===== config.mk =====
export PLATFORM = sky130hd
export DESIGN_NAME = fsin_requester
export DESIGN_NICKNAME = d
export VERILOG_FILES = /design/src/rtl/fsin_requester.sv
export SDC_FILE = /design/constraint.sdc
export NUM_CORES = 1
export LEC_CHECK = 0
export BUFFER_PORTS_ARGS = -buffer_cell sky130_fd_sc_hd__buf_2
export CORE_ASPECT_RATIO = 1.1
export CORE_UTILIZATION = 38
export DETAILED_ROUTE_END_ITERATION = 8
export PLACE_DENSITY = 0.7
export RECOVER_POWER = 25
export SLEW_MARGIN = 25
export SYNTH_ARGS = -nofsm -noshare
export SYNTH_HDL_FRONTEND = slang
export SYNTH_SLANG_ARGS = --single-unit

===== constraint.sdc =====
create_clock -name clk -period 1.36 [get_ports clk]
set_input_delay 0.272 -clock clk [delete_from_list [all_inputs] [get_ports clk]]
set_output_delay 0.272 -clock clk [all_outputs]
set_load 0.02 [all_outputs]

===== src/rtl/fsin_requester.sv =====
// -----------------------------------------------------------------------------
// fsin_requester
//   Initiator side of the iterative float-sine engine interface. Accepts one
//   angle request at a time and latches the operand and the clamped term count
//   onto the engine. It strobes the engine start for LOAD_CYCLES cycles, waits
//   for eng_done, captures the running sum and returns it on a valid/ready
//   response port.
//
//   Optional feature: define FSIN_REQ_TIMEOUT_EN to abort a RUN phase that
//   lasts TIMEOUT cycles without eng_done. The response then carries
//   resp_res = 32'h7FC00000 and resp_err = 1. When the macro is undefined,
//   RUN waits indefinitely and resp_err is tied to 0.
//
// Parameters
//   LOAD_CYCLES  cycles eng_fsin is held high per request (>= 1)
//   MAX_TERMS    clamp applied to req_n (engine limit is 31)
//   TIMEOUT      RUN-cycle limit before abort (timeout build only, 1..255)
//
// Ports
//   clk, rst                 rising-edge clock, synchronous active-high reset
//   req_valid/ready          request handshake
//   req_a, req_n             angle (IEEE single) and highest term index
//   resp_valid/ready         response handshake
//   resp_res, resp_err       result (IEEE single) and timeout flag
//   busy                     high in every state except IDLE
//   eng_fsin, eng_a, eng_b   engine start strobe, operand and term count
//   eng_done, eng_res        engine step-counter-zero pulse and running sum
// -----------------------------------------------------------------------------
module fsin_requester #(
    parameter int unsigned LOAD_CYCLES = 1,
    parameter int unsigned MAX_TERMS   = 31,
    parameter int unsigned TIMEOUT     = 40
) (
    input  logic        clk,
    input  logic        rst,
    input  logic        req_valid,
    output logic        req_ready,
    input  logic [31:0] req_a,
    input  logic [4:0]  req_n,
    output logic        resp_valid,
    input  logic        resp_ready,
    output logic [31:0] resp_res,
    output logic        resp_err,
    output logic        busy,
    output logic        eng_fsin,
    output logic [31:0] eng_a,
    output logic [31:0] eng_b,
    input  logic        eng_done,
    input  logic [31:0] eng_res
);

    localparam int unsigned LCW        = (LOAD_CYCLES > 1) ? $clog2(LOAD_CYCLES) : 1;
    localparam int unsigned N_LIMIT    = (MAX_TERMS > 31) ? 31 : MAX_TERMS;
    localparam logic [4:0]  MAX_N      = 5'(N_LIMIT);
    localparam logic [LCW-1:0] LOAD_LAST = LCW'(LOAD_CYCLES - 1);
    localparam logic [31:0] QNAN       = 32'h7FC0_0000;

    // Elaboration-time parameter sanity.
    if (LOAD_CYCLES < 1) begin : g_bad_load
        $error("fsin_requester: LOAD_CYCLES must be >= 1");
    end
    if (TIMEOUT < 1 || TIMEOUT > 255) begin : g_bad_timeout
        $error("fsin_requester: TIMEOUT must be within 1..255");
    end

    typedef enum logic [2:0] {
        ST_IDLE = 3'd0,
        ST_LOAD = 3'd1,
        ST_RUN  = 3'd2,
        ST_CAPT = 3'd3,
        ST_RESP = 3'd4
    } state_e;

    state_e         state_q, state_d;
    logic [LCW-1:0] load_cnt_q, load_cnt_d;
    logic           req_ready_q, req_ready_d;
    logic           resp_valid_q, resp_valid_d;
    logic [31:0]    resp_res_q, resp_res_d;
    logic           busy_q, busy_d;
    logic           eng_fsin_q, eng_fsin_d;
    logic [31:0]    eng_a_q, eng_a_d;
    logic [31:0]    eng_b_q, eng_b_d;
    logic [4:0]     n_clamped;

`ifdef FSIN_REQ_TIMEOUT_EN
    localparam logic [7:0] RUN_LAST = 8'(TIMEOUT - 1);
    logic [7:0]     run_cnt_q, run_cnt_d;
    logic           resp_err_q, resp_err_d;
`endif

    // Requested term count limited to what the engine supports.
    assign n_clamped = (req_n > MAX_N) ? MAX_N : req_n;

    // Next-state and next-output logic.
    always_comb begin
        state_d      = state_q;
        load_cnt_d   = load_cnt_q;
        resp_res_d   = resp_res_q;
        eng_a_d      = eng_a_q;
        eng_b_d      = eng_b_q;
`ifdef FSIN_REQ_TIMEOUT_EN
        run_cnt_d    = run_cnt_q;
        resp_err_d   = resp_err_q;
`endif

        unique case (state_q)
            ST_IDLE: begin
                if (req_valid && req_ready_q) begin
                    eng_a_d    = req_a;
                    eng_b_d    = {27'b0, n_clamped};
                    load_cnt_d = '0;
                    state_d    = ST_LOAD;
                end
            end
            ST_LOAD: begin
                // eng_done is meaningless while the engine is being loaded.
                if (load_cnt_q == LOAD_LAST) begin
                    state_d = ST_RUN;
`ifdef FSIN_REQ_TIMEOUT_EN
                    run_cnt_d = '0;
`endif
                end else begin
                    load_cnt_d = load_cnt_q + LCW'(1);
                end
            end
            ST_RUN: begin
                if (eng_done) begin
                    state_d = ST_CAPT;
                end
`ifdef FSIN_REQ_TIMEOUT_EN
                else if (run_cnt_q == RUN_LAST) begin
                    resp_res_d = QNAN;
                    resp_err_d = 1'b1;
                    state_d    = ST_RESP;
                end else begin
                    run_cnt_d = run_cnt_q + 8'd1;
                end
`endif
            end
            ST_CAPT: begin
                // One cycle after eng_done the sum includes the final term.
                resp_res_d = eng_res;
`ifdef FSIN_REQ_TIMEOUT_EN
                resp_err_d = 1'b0;
`endif
                state_d    = ST_RESP;
            end
            ST_RESP: begin
                if (resp_ready) begin
                    state_d = ST_IDLE;
                end
            end
            default: begin
                state_d = ST_IDLE;
            end
        endcase

        // Handshake and strobe outputs are decoded from the next state so
        // that they are registered yet aligned with the state they describe.
        req_ready_d  = (state_d == ST_IDLE);
        busy_d       = (state_d != ST_IDLE);
        eng_fsin_d   = (state_d == ST_LOAD);
        resp_valid_d = (state_d == ST_RESP);
    end

    // State and output registers.
    always_ff @(posedge clk) begin
        if (rst) begin
            state_q      <= ST_IDLE;
            load_cnt_q   <= '0;
            req_ready_q  <= 1'b1;
            resp_valid_q <= 1'b0;
            resp_res_q   <= '0;
            busy_q       <= 1'b0;
            eng_fsin_q   <= 1'b0;
            eng_a_q      <= '0;
            eng_b_q      <= '0;
        end else begin
            state_q      <= state_d;
            load_cnt_q   <= load_cnt_d;
            req_ready_q  <= req_ready_d;
            resp_valid_q <= resp_valid_d;
            resp_res_q   <= resp_res_d;
            busy_q       <= busy_d;
            eng_fsin_q   <= eng_fsin_d;
            eng_a_q      <= eng_a_d;
            eng_b_q      <= eng_b_d;
        end
    end

`ifdef FSIN_REQ_TIMEOUT_EN
    // RUN-phase watchdog and error flag.
    always_ff @(posedge clk) begin
        if (rst) begin
            run_cnt_q  <= '0;
            resp_err_q <= 1'b0;
        end else begin
            run_cnt_q  <= run_cnt_d;
            resp_err_q <= resp_err_d;
        end
    end
    assign resp_err = resp_err_q;
`else
    assign resp_err = 1'b0;
`endif

    assign req_ready  = req_ready_q;
    assign resp_valid = resp_valid_q;
    assign resp_res   = resp_res_q;
    assign busy       = busy_q;
    assign eng_fsin   = eng_fsin_q;
    assign eng_a      = eng_a_q;
    assign eng_b      = eng_b_q;

endmodule

After elaboration in Yosys (flattened, before gate mapping). Cells that the tools add are included.

Input bits: 74. Memory bits (writable): 0. Memory bits (read-only): 0. Bits in registers: 77. Memories: 0. Latch bits: 0.

Shift-type cells: 0. Multiplexer cells: 9. $add $sub $neg: 1. Div/mod/pow operators: 0. Bitwise gates (word level): 0. Multiply operators: 0. Reduce and logical (&&, ||, !) cells: 7. Equal/unequal tests: 7. Order comparisons: 1.

Operators by type and width (number): 3-bit case mux with 5 select lines (1); 3-bit 2-to-1 mux (4); 3-bit by 1-bit equality test with 1-bit output (second input constant) (2); 3-bit by 2-bit equality test with 1-bit output (second input constant) (2); 3-bit equality test (second input constant) (2); 3-bit zero test (2); 5-bit > comparator (second input constant) (1); 5-bit 2-to-1 mux (1); 2-bit AND reduction (2); 3-bit nonzero test (1); 1-bit 2-to-1 mux (2); 2-bit != test (second input constant) (1); 1-bit case mux with 2 select lines (1); 2-bit nonzero test (1); 1-bit adder (second input constant) (1); 1-bit logical AND (1).

Logic depth before layout (Yosys ltp). Gate-level depths: netlist of run 1.

Depth after elaboration: 4. Gate-level depth with buffers: 6. Depth with buffers taken out: 3.

Worst setup path before layout of run 1. OpenSTA, ideal clock, no wires.

Kind: register to register. Start point: register req_ready_q (netlist: req_ready). End point: register eng_a_q[0] (netlist: eng_a[0]). Slack: 50 ps. Arrival: 1238 ps. Data required time: 1288 ps. Clock period less this slack: 1310 ps. Stages on the path, launching flop included: 6. Cells stage by stage: dfxtp_1 > nand2_1 > nor4_2 > buf_6 > buf_12 > mux2i_1.

Cells in the longest elaborated chain, start to end: 2.

Ends and longest elaborated chain: start: declaration (RTL line 76) `logic req_ready_q, req_ready_d;`; start signal: assignment (RTL line 181) `req_ready_q <= req_ready_d;`; 1-bit logical AND (RTL line 108) `if (req_valid && req_ready_q) begin`; 2-bit AND reduction (no source line); end signal: assignment (RTL line 186) `eng_a_q <= eng_a_d;`; end: declaration (RTL line 81) `logic [31:0] eng_a_q, eng_a_d;`.

Every way passes these cells. A chain may end at the register's enable or synchronous reset.

Worst setup path in the final report of run 1.
Start point: register state_q[0]. End point: register eng_a_q[2] (netlist: eng_a[2]).

Cells in the longest elaborated chain, start to end: 2.

Ends and longest elaborated chain: start: declaration (RTL line 74) `state_e state_q, state_d;`; start signal: assignment (RTL line 179) `state_q <= state_d;`; 3-bit zero test (RTL line 106) `unique case (state_q)`; 2-bit AND reduction (no source line).

Every way passes these cells.

==> results of run 1 <==
## cell families after synthesis
kind of cell | Yosys count
AND/OR/NAND/NOR | 148
flip-flops | 76
buffers and inverters | 52
AO/OA/AOI/OAI | 38
multiplexers | 37
XOR/XNOR | 1
other | 1
## worst max-delay path by stage
stage	endpoint	start	cells past startpoint
after floorplan	eng_a[0]	req_ready	5
after global placement	eng_a[14]	state_q[0]	3
after detailed placement	eng_a[0]	state_q[0]	3
after CTS	eng_a[23]	req_ready	5
after global routing	eng_a[2]	state_q[0]	4
final	eng_a[2]	state_q[0]	4
## power groups by stage
stage	clock [mW]	sequential [mW]	combinational, mW
3_3_place_gp	0	2.51	0.994
5_1_grt	1.98	2.49	1.31
6_report	1.81	2.47	1.23
3_5_place_dp	0	2.52	1.01
4_1_cts	1.87	2.48	1.10
2_1_floorplan	0	2.70	0.612
## layer usage
metal / wire, µm / GRT usage, % / vias to the layer above
met1: 3160 / 17.5 / 1198
met4: 113 / 7.07 / 0
li1: - / - / 1366
met2: 3520 / 27.5 / 125
met3: 660 / 5.71 / 10
met5: 0 / 0 / -
## placed cells by master (no fill, tap or decap), drive strengths merged
master    instances
a21o              2
a21oi            35
and3b             1
buf             158
bufinv            2
clkbuf           14
clkinv            2
clkinvlp          1
conb             28
dfxtp            76
mux2i            37
nand2            66
nand2b           74
nand3b            2
nor2              1
nor3              1
nor4              1
nor4b             2
o21ai             1
xnor2             1
## sequential cells by signal, indices dropped and copies added, names as in the netlist
register	flops
eng_b	5
resp_valid	1
resp_res	32
eng_a	32
eng_fsin	1
busy	1
state_q	3
req_ready	1
## cells in the mapped netlist (all sizes together)
| cell | n | area share [%] |
|---|---|---|
| mux2i | 37 | 11 |
| xnor2 | 1 | 0.27 |
| o21ai | 1 | 0.15 |
| dfxtp | 76 | 47 |
| nand2b | 74 | 14 |
| nand3b | 2 | 0.46 |
| conb | 1 | 0.12 |
| a21o | 2 | 0.46 |
| clkbuf | 8 | 0.92 |
| nand2 | 66 | 7.6 |
| nor3 | 1 | 0.15 |
| buf | 44 | 11 |
| nor4b | 2 | 0.54 |
| a21oi | 35 | 5.4 |
| nor2 | 1 | 0.12 |
| nor4 | 1 | 0.38 |
| and3b | 1 | 0.27 |
## worst max-delay path, stage by stage, from the launching register on
cell       delay, ps
dfxtp_4          360
nor4_4           270
buf_6            240
clkbuf_16        180
mux2i_1          200
## metrics by stage
step                hold slack, ps  TNS (ps)  util, %  cells
floorplan                      408         0        -    380
global placement               439         0     47.5    592
detailed placement             443     -1.42     47.5    592
CTS                            142         0     50.8    610
global route                   144     -93.3     52.3    616
finish                         159         0     52.3    616
## cell type report
class                      instances  area [µm²]
fill                             790        3970
sequential                        76        1530
multi-input combinational        252        1460
timing repair buffer             162        1020
tap                              111         139
clock buffer                      10         128
clock inverter                     5        77.6
## timing repair
action,CTS,global route
resized for setup,5,4
setup buffers,1,1
pin swaps,1,1
hold buffers,0,0
cloned,2,5
endpoints found under the setup margin,3,35
==> flow_summary.yaml, run 1 <==
setup_path:
  reg2regPathDepth: 4
  worst_ep_arrival_time_ps: 1590
  cp_max_fo: 8
  critPathRequiredTime_ps: 1620
  worstSetupPathType: "flop to flop"
  ff2ff_setup_slack_ps: 30
  r2r-end: "eng_a[2]"
  start_kind: "flop"
  endpoint_kind: "flop"
  r2r_start: "state_q[0]"
global_route:
  grt_max_degree: 81
  grt-ovfl-total: 0
  antenna_found_initial: 0
  grt_usage_pct: 15.9
  grt_pass1_vias: 2578
  grt_pass1_wl_um: 11400
pwr:
  power.share.clock_pct: 32.9
  p_leak_nw: 2.03
  p_int_mw: 3.98
  p_comb_share_pct: 22.3
  seqPwrFrac_pct: 44.8
  max-vdd-ir-drop_uv: 498
  netSwitchingFraction_pct: 27.9
  power_density_nw_per_um2: 1270
  p_sw_mw: 1.54
  p_total_mw: 5.52
cts:
  cts_sinks: 76
  ctsHtreeMaxLevel: 3
  cts_buffers: 9
  cts_root_buf: "clkbuf_8"
  clk_latency_ps: 340
  clk_pin_slew_ps: 80
  cts_tree: "done"
  clockBufferDepth: 2
placed_design:
  place_ws_ps: -1.42
  gp_congestion: 0.671
  portBuffers: 146
  dpl.hpwl_um: 4670
  placedInstanceArea_um2: 3960
routing:
  dr.first_iter.drc_count: 41
  ant_nets: 0
  wl_per_cell_um: 12.1
  via_count: 2699
  vias_per_cell: 4.38
  drt_wl_total_um: 7450
  post-route-drc-count: 0
  drt-pass1-iter-count: 4
synthesis:
  synth-xor-area-share_pct: 0.269
  synth_compound_area_share_pct: 6.00
  synth_top_family_by_area: "simple AND/OR/NAND/NOR gates"
  ys_warn_count: 0
  synth_area_um2: 3250
  synth.avg_cell_area_um2: 9.21
  ys_ff_latch: 76
  synth_cell_types: 20
  syn_inst: 353
  muxShareOfSynthArea_pct: 11.4
  synth_fa_ha_area_share_pct: 0
  synth_seq_area_share_pct: 46.8
  synthSimpleGateAreaFrac_pct: 23.8
die:
  core_um2: 8320
  ios: 175
  num_rows: 35
  die_h_um: 99.0
  start_util_pct: 39.1
  die_width_um: 90.2
  die_area_um2: 8930
min_path:
  min_to: "resp_res[24]"
  hold_start: "eng_res[24]"
  hold_depth: 3
  hold_class: "input pin to flop"
timing:
  min_period_ps: 1330
  report.final.slew_viol_count: 0
  fmax_mhz: 750
  final-hold-violation-count: 0
  clock_skew_ps: 10.7
  period_share_pct: 98.1
  layout_setup_ws_ps: 26.3
  rsz0062_at_grt: "true"
  setup_viol_count_final: 0
final_layout:
  antennaDiodeCount: 0
  fin_area_um2: 4360
  drive_gt1_share_pct: 36.0
  area_growth_syn_to_layout_pct: 34.0
  finalNetCount: 575
run:
  max_cap_viol_count: 0
outcome:
  outcome: "finished, final reports clean"
No activity file was read; power rests on OpenSTA's default activity.
==> run 2: changes to the inputs <==
- BUFFER_PORTS_ARGS: -buffer_cell sky130_fd_sc_hd__buf_2 -> -buffer_cell sky130_fd_sc_hd__clkbuf_2
- CORE_MARGIN: unset -> 2
==> run 2 against run 1 <==
Effect of this change: count of clock-buffer cells in the layout unchanged; die area increased by 4.3%; critical path type unchanged; clock power decreased by 8%; global-route usage decreased by 0.94 points; maximum frequency decreased by 1.4%; core utilization decreased by 1.6 points.
==> flow_summary.yaml, run 2 (synthesis gave the netlist of run 1 again) <==
setup_path:
  r2r_start: "state_q[0]"
  crit_path_max_incr_delay_ps: 380
  endpoint_kind: "flop"
  worst_ep_arrival_time_ps: 1610
  cp_top_family: "flip-flops"
  crit_slowest_cell: "dfxtp_4"
  crit_start: "state_q[0]"
  cp_cell_sequence: "nor4_4, buf_6, clkbuf_16, mux2i_1"
  critPathRequiredTime_ps: 1620
  path_buf_inv: 2
  worstSetupPathType: "flop to flop"
  cp_max_fo: 9
  start_kind: "flop"
cts:
  clk_latency_ps: 340
  cts_buffers: 9
  clockBufferDepth: 2
  cts_root_buf: "clkbuf_8"
  ctsHtreeMaxLevel: 3
  cts_sinks: 76
  cts_tree: "done"
  clk_pin_slew_ps: 80
pwr:
  p_comb_share_pct: 21.2
  max-vdd-ir-drop_uv: 612
  p_sw_mw: 1.53
  power_density_nw_per_um2: 1240
  seqPwrFrac_pct: 47.1
  p_leak_nw: 1.93
  p_total_mw: 5.26
  p_int_mw: 3.73
  power.share.clock_pct: 31.7
  netSwitchingFraction_pct: 29.1
global_route:
  grt_pass1_wl_um: 11300
  grt-ovfl-total: 0
  grt_pass1_vias: 2634
  antenna_found_initial: 0
  grt_max_degree: 68
  grt_usage_pct: 15.0
final_layout:
  instances_no_fill: 611
  fillerInstances: 792
  layout_common_cells: "146 x clkbuf_2, 74 x nand2b_1, 73 x dfxtp_1"
  area_growth_syn_to_layout_pct: 30.7
  antennaDiodeCount: 0
  finish.utilization_pct: 50.8
  seq_area_um2: 1530
  layout_commonest_cell: "clkbuf_2"
  multi_input_area_um2: 1460
  drive_gt1_share_pct: 35.2
  finalNetCount: 569
  fin_area_um2: 4250
timing:
  setup_viol_count_final: 0
  final-hold-violation-count: 0
  min_period_ps: 1350
  holdWs_ps: 144
  layout_setup_ws_ps: 7.74
  report.final.slew_viol_count: 0
  fmax_mhz: 740
  rsz0062_at_grt: "true"
  period_share_pct: 99.4
  clock_skew_ps: 11.8
  setup_tns_ps: 0
routing:
  top_layer: "met4"
  ant_nets: 0
  drt_wl_total_um: 7300
  dr.first_iter.drc_count: 68
  post-route-drc-count: 0
  via_count: 2684
  vias_per_cell: 4.39
  wl_met3_um: 697
  wl_per_cell_um: 12.0
  drt-pass1-iter-count: 4
  wl_met2_um: 3320
  wl_met1_um: 3180
placed_design:
  dpl.hpwl_um: 4940
  gp_congestion: 0.697
  dp.cells: 591
  portBuffers: 146
  placedInstanceArea_um2: 3960
  place_ws_ps: 17.3
min_path:
  hold_start: "eng_res[26]"
  hold_class: "input pin to flop"
die:
  core_um2: 8360
  start_util_pct: 38.9
  ios: 175
  die_width_um: 92.2
  die_area_um2: 9310
  num_rows: 35
  die_h_um: 101
run:
  max_cap_viol_count: 0
outcome:
  outcome: "finished, final reports clean"
run 2: changes by cell type in the layout (fill, tap and decap cells not counted), sizes merged:
cell    change
buf       -151
bufinv      -1
clkbuf    +145
clkinv      +2
run 2: repair_timing:
item,4_1_cts,5_1_grt
hold buffers,0,0
gates resized for setup,1,8
gates cloned,0,3
endpoints found under the setup margin,2,24
buffers inserted,0,1
run 2: layer usage:
metal | vias to the layer above | GRT usage, %
li1 | 1354 | -
met1 | 1194 | 17.0
met2 | 127 | 24.9
met3 | 9 | 6.13
met4 | 0 | 6.43
met5 | - | 0
run 2: cell type report:
class / count / share of cell area (%)
tap: 111 / 3.27
clock buffer: 10 / 3.00
multi-input combinational: 252 / 34.5
sequential: 76 / 36.0
timing repair buffer: 156 / 21.8
clock inverter: 6 / 1.53
run 2: final timing paths:
| check | endpoint | slack [ps] | depth (start not counted) |
|---|---|---|---|
| max | eng_a[2] | 8 | 4 |
| min | resp_res[26] | 140 | 3 |
| min reg2reg | resp_res[30] | 460 | 2 |
| max reg2reg | eng_a[2] | 8 | 4 |
run 2: worst min-delay path: stages:
cell      delay, ps
clkbuf_2         80
nand2_1          40
a21oi_1          50
run 2: power by group through the flow:
stage | clock, mW | combinational (mW) | sequential, mW
final | 1.67 | 1.11 | 2.48
after global placement | 0 | 0.992 | 2.52
after detailed placement | 0 | 1.01 | 2.53
after CTS | 1.75 | 1.02 | 2.48
after global routing | 1.82 | 1.20 | 2.50
after floorplan | 0 | 0.612 | 2.70
==> run 3: changes to the inputs <==
- ABC_AREA: unset -> 1
- PLACE_DENSITY: 0.7 -> unset
- PLACE_DENSITY_LB_ADDON: unset -> 0.2
==> run 3 against run 2 <==
Effect of this change: sequential power about the same; cell count up 0.82%; combinational power down 5%; synthesized cell count up 4.5%; register-to-register slack better by 99 ps; via count up 4.1%; power up 3.5%; non-clock buffer count down 2; global-route usage up 0.98 points.
==> flow_summary.yaml, run 3 <==
die:
  die_area_um2: 8500
  core_um2: 7510
  die_width_um: 88.1
  num_rows: 33
  start_util_pct: 39.3
  ios: 175
  die_h_um: 96.5
synthesis:
  synth.avg_cell_area_um2: 8.01
  synth.top_cell.area_share_pct: 51.5
  ys_dominant_reg_cell: "dfxtp_1"
  muxShareOfSynthArea_pct: 0
  netlist_top_cells_count: "76 x dfxtp_1, 70 x nor2_1, 47 x nand2_1"
  synth_area_um2: 2960
  syn_inst: 369
  synth_top_family_by_area: "simple AND/OR/NAND/NOR gates"
  ys_ff_latch: 76
  synth_fa_ha_area_share_pct: 0
  synthSimpleGateAreaFrac_pct: 22.6
  synth-xor-area-share_pct: 0
  synth-edff-count: 0
  synth_compound_area_share_pct: 12.3
  ys_warn_count: 0
  synthMostInstantiatedCell: "dfxtp_1"
  synth_top_area_cell: "dfxtp_1"
  ys_top_cells_by_area: "dfxtp_1 51%, nor2_1 8.9%, buf_4 7.6%"
  async_flop_share_pct: 0
  synth_cell_types: 20
  synth_seq_area_share_pct: 51.5
routing:
  drt_wl_total_um: 7000
  ant_nets: 0
  wl_per_cell_um: 11.4
  drt-pass1-iter-count: 4
  via_count: 2794
  dr.first_iter.drc_count: 119
  vias_per_cell: 4.54
  post-route-drc-count: 0
final_layout:
  antennaDiodeCount: 0
  area_growth_syn_to_layout_pct: 29.3
  finalNetCount: 581
  layout_common_cells: "111 x clkbuf_2, 76 x dfxtp_1, 69 x nor2_1"
  finish.utilization_pct: 50.9
  fillerInstances: 791
  fin_area_um2: 3820
  layout_commonest_cell: "clkbuf_2"
  drive_gt1_share_pct: 27.2
outcome:
  outcome: "finished, final reports clean"
global_route:
  grt_pass1_wl_um: 10600
  grt_pass1_vias: 2371
  antenna_found_initial: 0
  grt-ovfl-total: 0
  grt_usage_pct: 15.9
  grt_max_degree: 43
timing:
  setup_viol_count_final: 0
  final-hold-violation-count: 0
  period_share_pct: 92.1
  setup_tns_ps: 0
  clock_skew_ps: 8.79
  fmax_mhz: 798
  rsz0062_at_grt: "false"
  report.final.slew_viol_count: 0
  holdWs_ps: 156
  min_period_ps: 1250
cts:
  clk_pin_slew_ps: 80
  cts_root_buf: "clkbuf_8"
  postCtsSetupBuffers: 0
  cts_tree: "done"
  cts_sinks: 76
  ctsHtreeMaxLevel: 3
  clk_latency_ps: 330
  clockBufferDepth: 2
  cts_buffers: 9
pwr:
  max-vdd-ir-drop_uv: 606
  power_density_nw_per_um2: 1420
  p_leak_nw: 1.83
setup_path:
  worstSetupPathType: "flop to flop"
  critPathRequiredTime_ps: 1630
  start_kind: "flop"
  endpoint_kind: "flop"
  worst_ep_arrival_time_ps: 1520
  cp_max_fo: 32
placed_design:
  placedInstanceArea_um2: 3640
  gp_congestion: 0.747
  portBuffers: 146
  dpl.hpwl_um: 4870
min_path:
  hold_class: "input pin to flop"
run:
  max_cap_viol_count: 0
==> run 3: cell types whose count changed after synthesis, moves of 5 or more <==
cell,previous run,this run
mux2i_1,37,0
o21ai_1,0,6
nand3_1,0,40
o21ai_0,1,26
nor2_1,1,70
nand2b_1,74,0
buf_6,2,7
nand2_1,66,47
==> run 3: final timing paths <==
| kind | start | end | slack [ps] | depth (start not counted) |
|---|---|---|---|---|
| hold / removal | eng_res[12] | resp_res[12] | 160 | 3 |
| setup reg to reg | state_q[1] | resp_res[19] | 110 | 5 |
| hold reg to reg | eng_b[1] | eng_b[1] | 460 | 2 |
| setup / recovery | state_q[1] | resp_res[19] | 110 | 5 |
==> run 3: cells by family after synthesis <==
family	after synthesis
other	1
DFF	76
and+or+nand+nor	161
AOI/OAI and AO/OA	72
buffers and inverters	59
==> run 3: per-layer routing <==
| metal | GRT usage, % | vias up | share of wire (%) | routed length [µm] |
|---|---|---|---|---|
| met4 | 7.45 | 0 | 1.6 | 113 |
| li1 | - | 1421 | - | - |
| met5 | 0 | - | 0 | 0 |
| met2 | 26.0 | 128 | 46 | 3220 |
| met1 | 19.4 | 1234 | 43 | 3020 |
| met3 | 4.59 | 11 | 9.3 | 651 |
==> run 3: worst max-delay path, stage by stage, from the launching register on <==
cell     delay (ps)
dfxtp_1         420
nand2_2         110
nor2_4          120
buf_4           300
o21ai_0         140
nor2_1           90
==> run 3: cell type report <==
| type | instances | area (µm²) | area share, % |
|---|---|---|---|
| sequential | 76 | 1520 | 39.8 |
| multi-input combinational | 261 | 1140 | 29.8 |
| timing repair buffer | 154 | 785 | 20.5 |
| clock buffer | 11 | 151 | 3.96 |
| tap | 105 | 131 | 3.44 |
| clock inverter | 4 | 72.6 | 1.90 |
| inverter | 5 | 21.3 | 0.556 |
==> run 3: through the flow <==
stage	worst slack (ps)	power, mW	cells
after floorplan	214	3.32	396
after global placement	26.2	3.62	601
after detailed placement	44.3	3.62	601
after CTS	35.4	5.53	616
after global routing	2.47	5.72	616
final	107	5.44	616
==> run 3: what timing repair did <==
| action | CTS | global route |
|---|---|---|
| setup endpoints to repair | 0 | 5 |
| resized for setup | 0 | 2 |
| hold buffers | 0 | 0 |
==> run 3: report_power, final <==
part | internal [mW] | switching (mW) | total [mW]
Combinational | 0.349 | 0.711 | 1.06
Sequential | 2.40 | 0.0900 | 2.49
Clock | 1.12 | 0.777 | 1.90
Total | 3.87 | 1.58 | 5.44
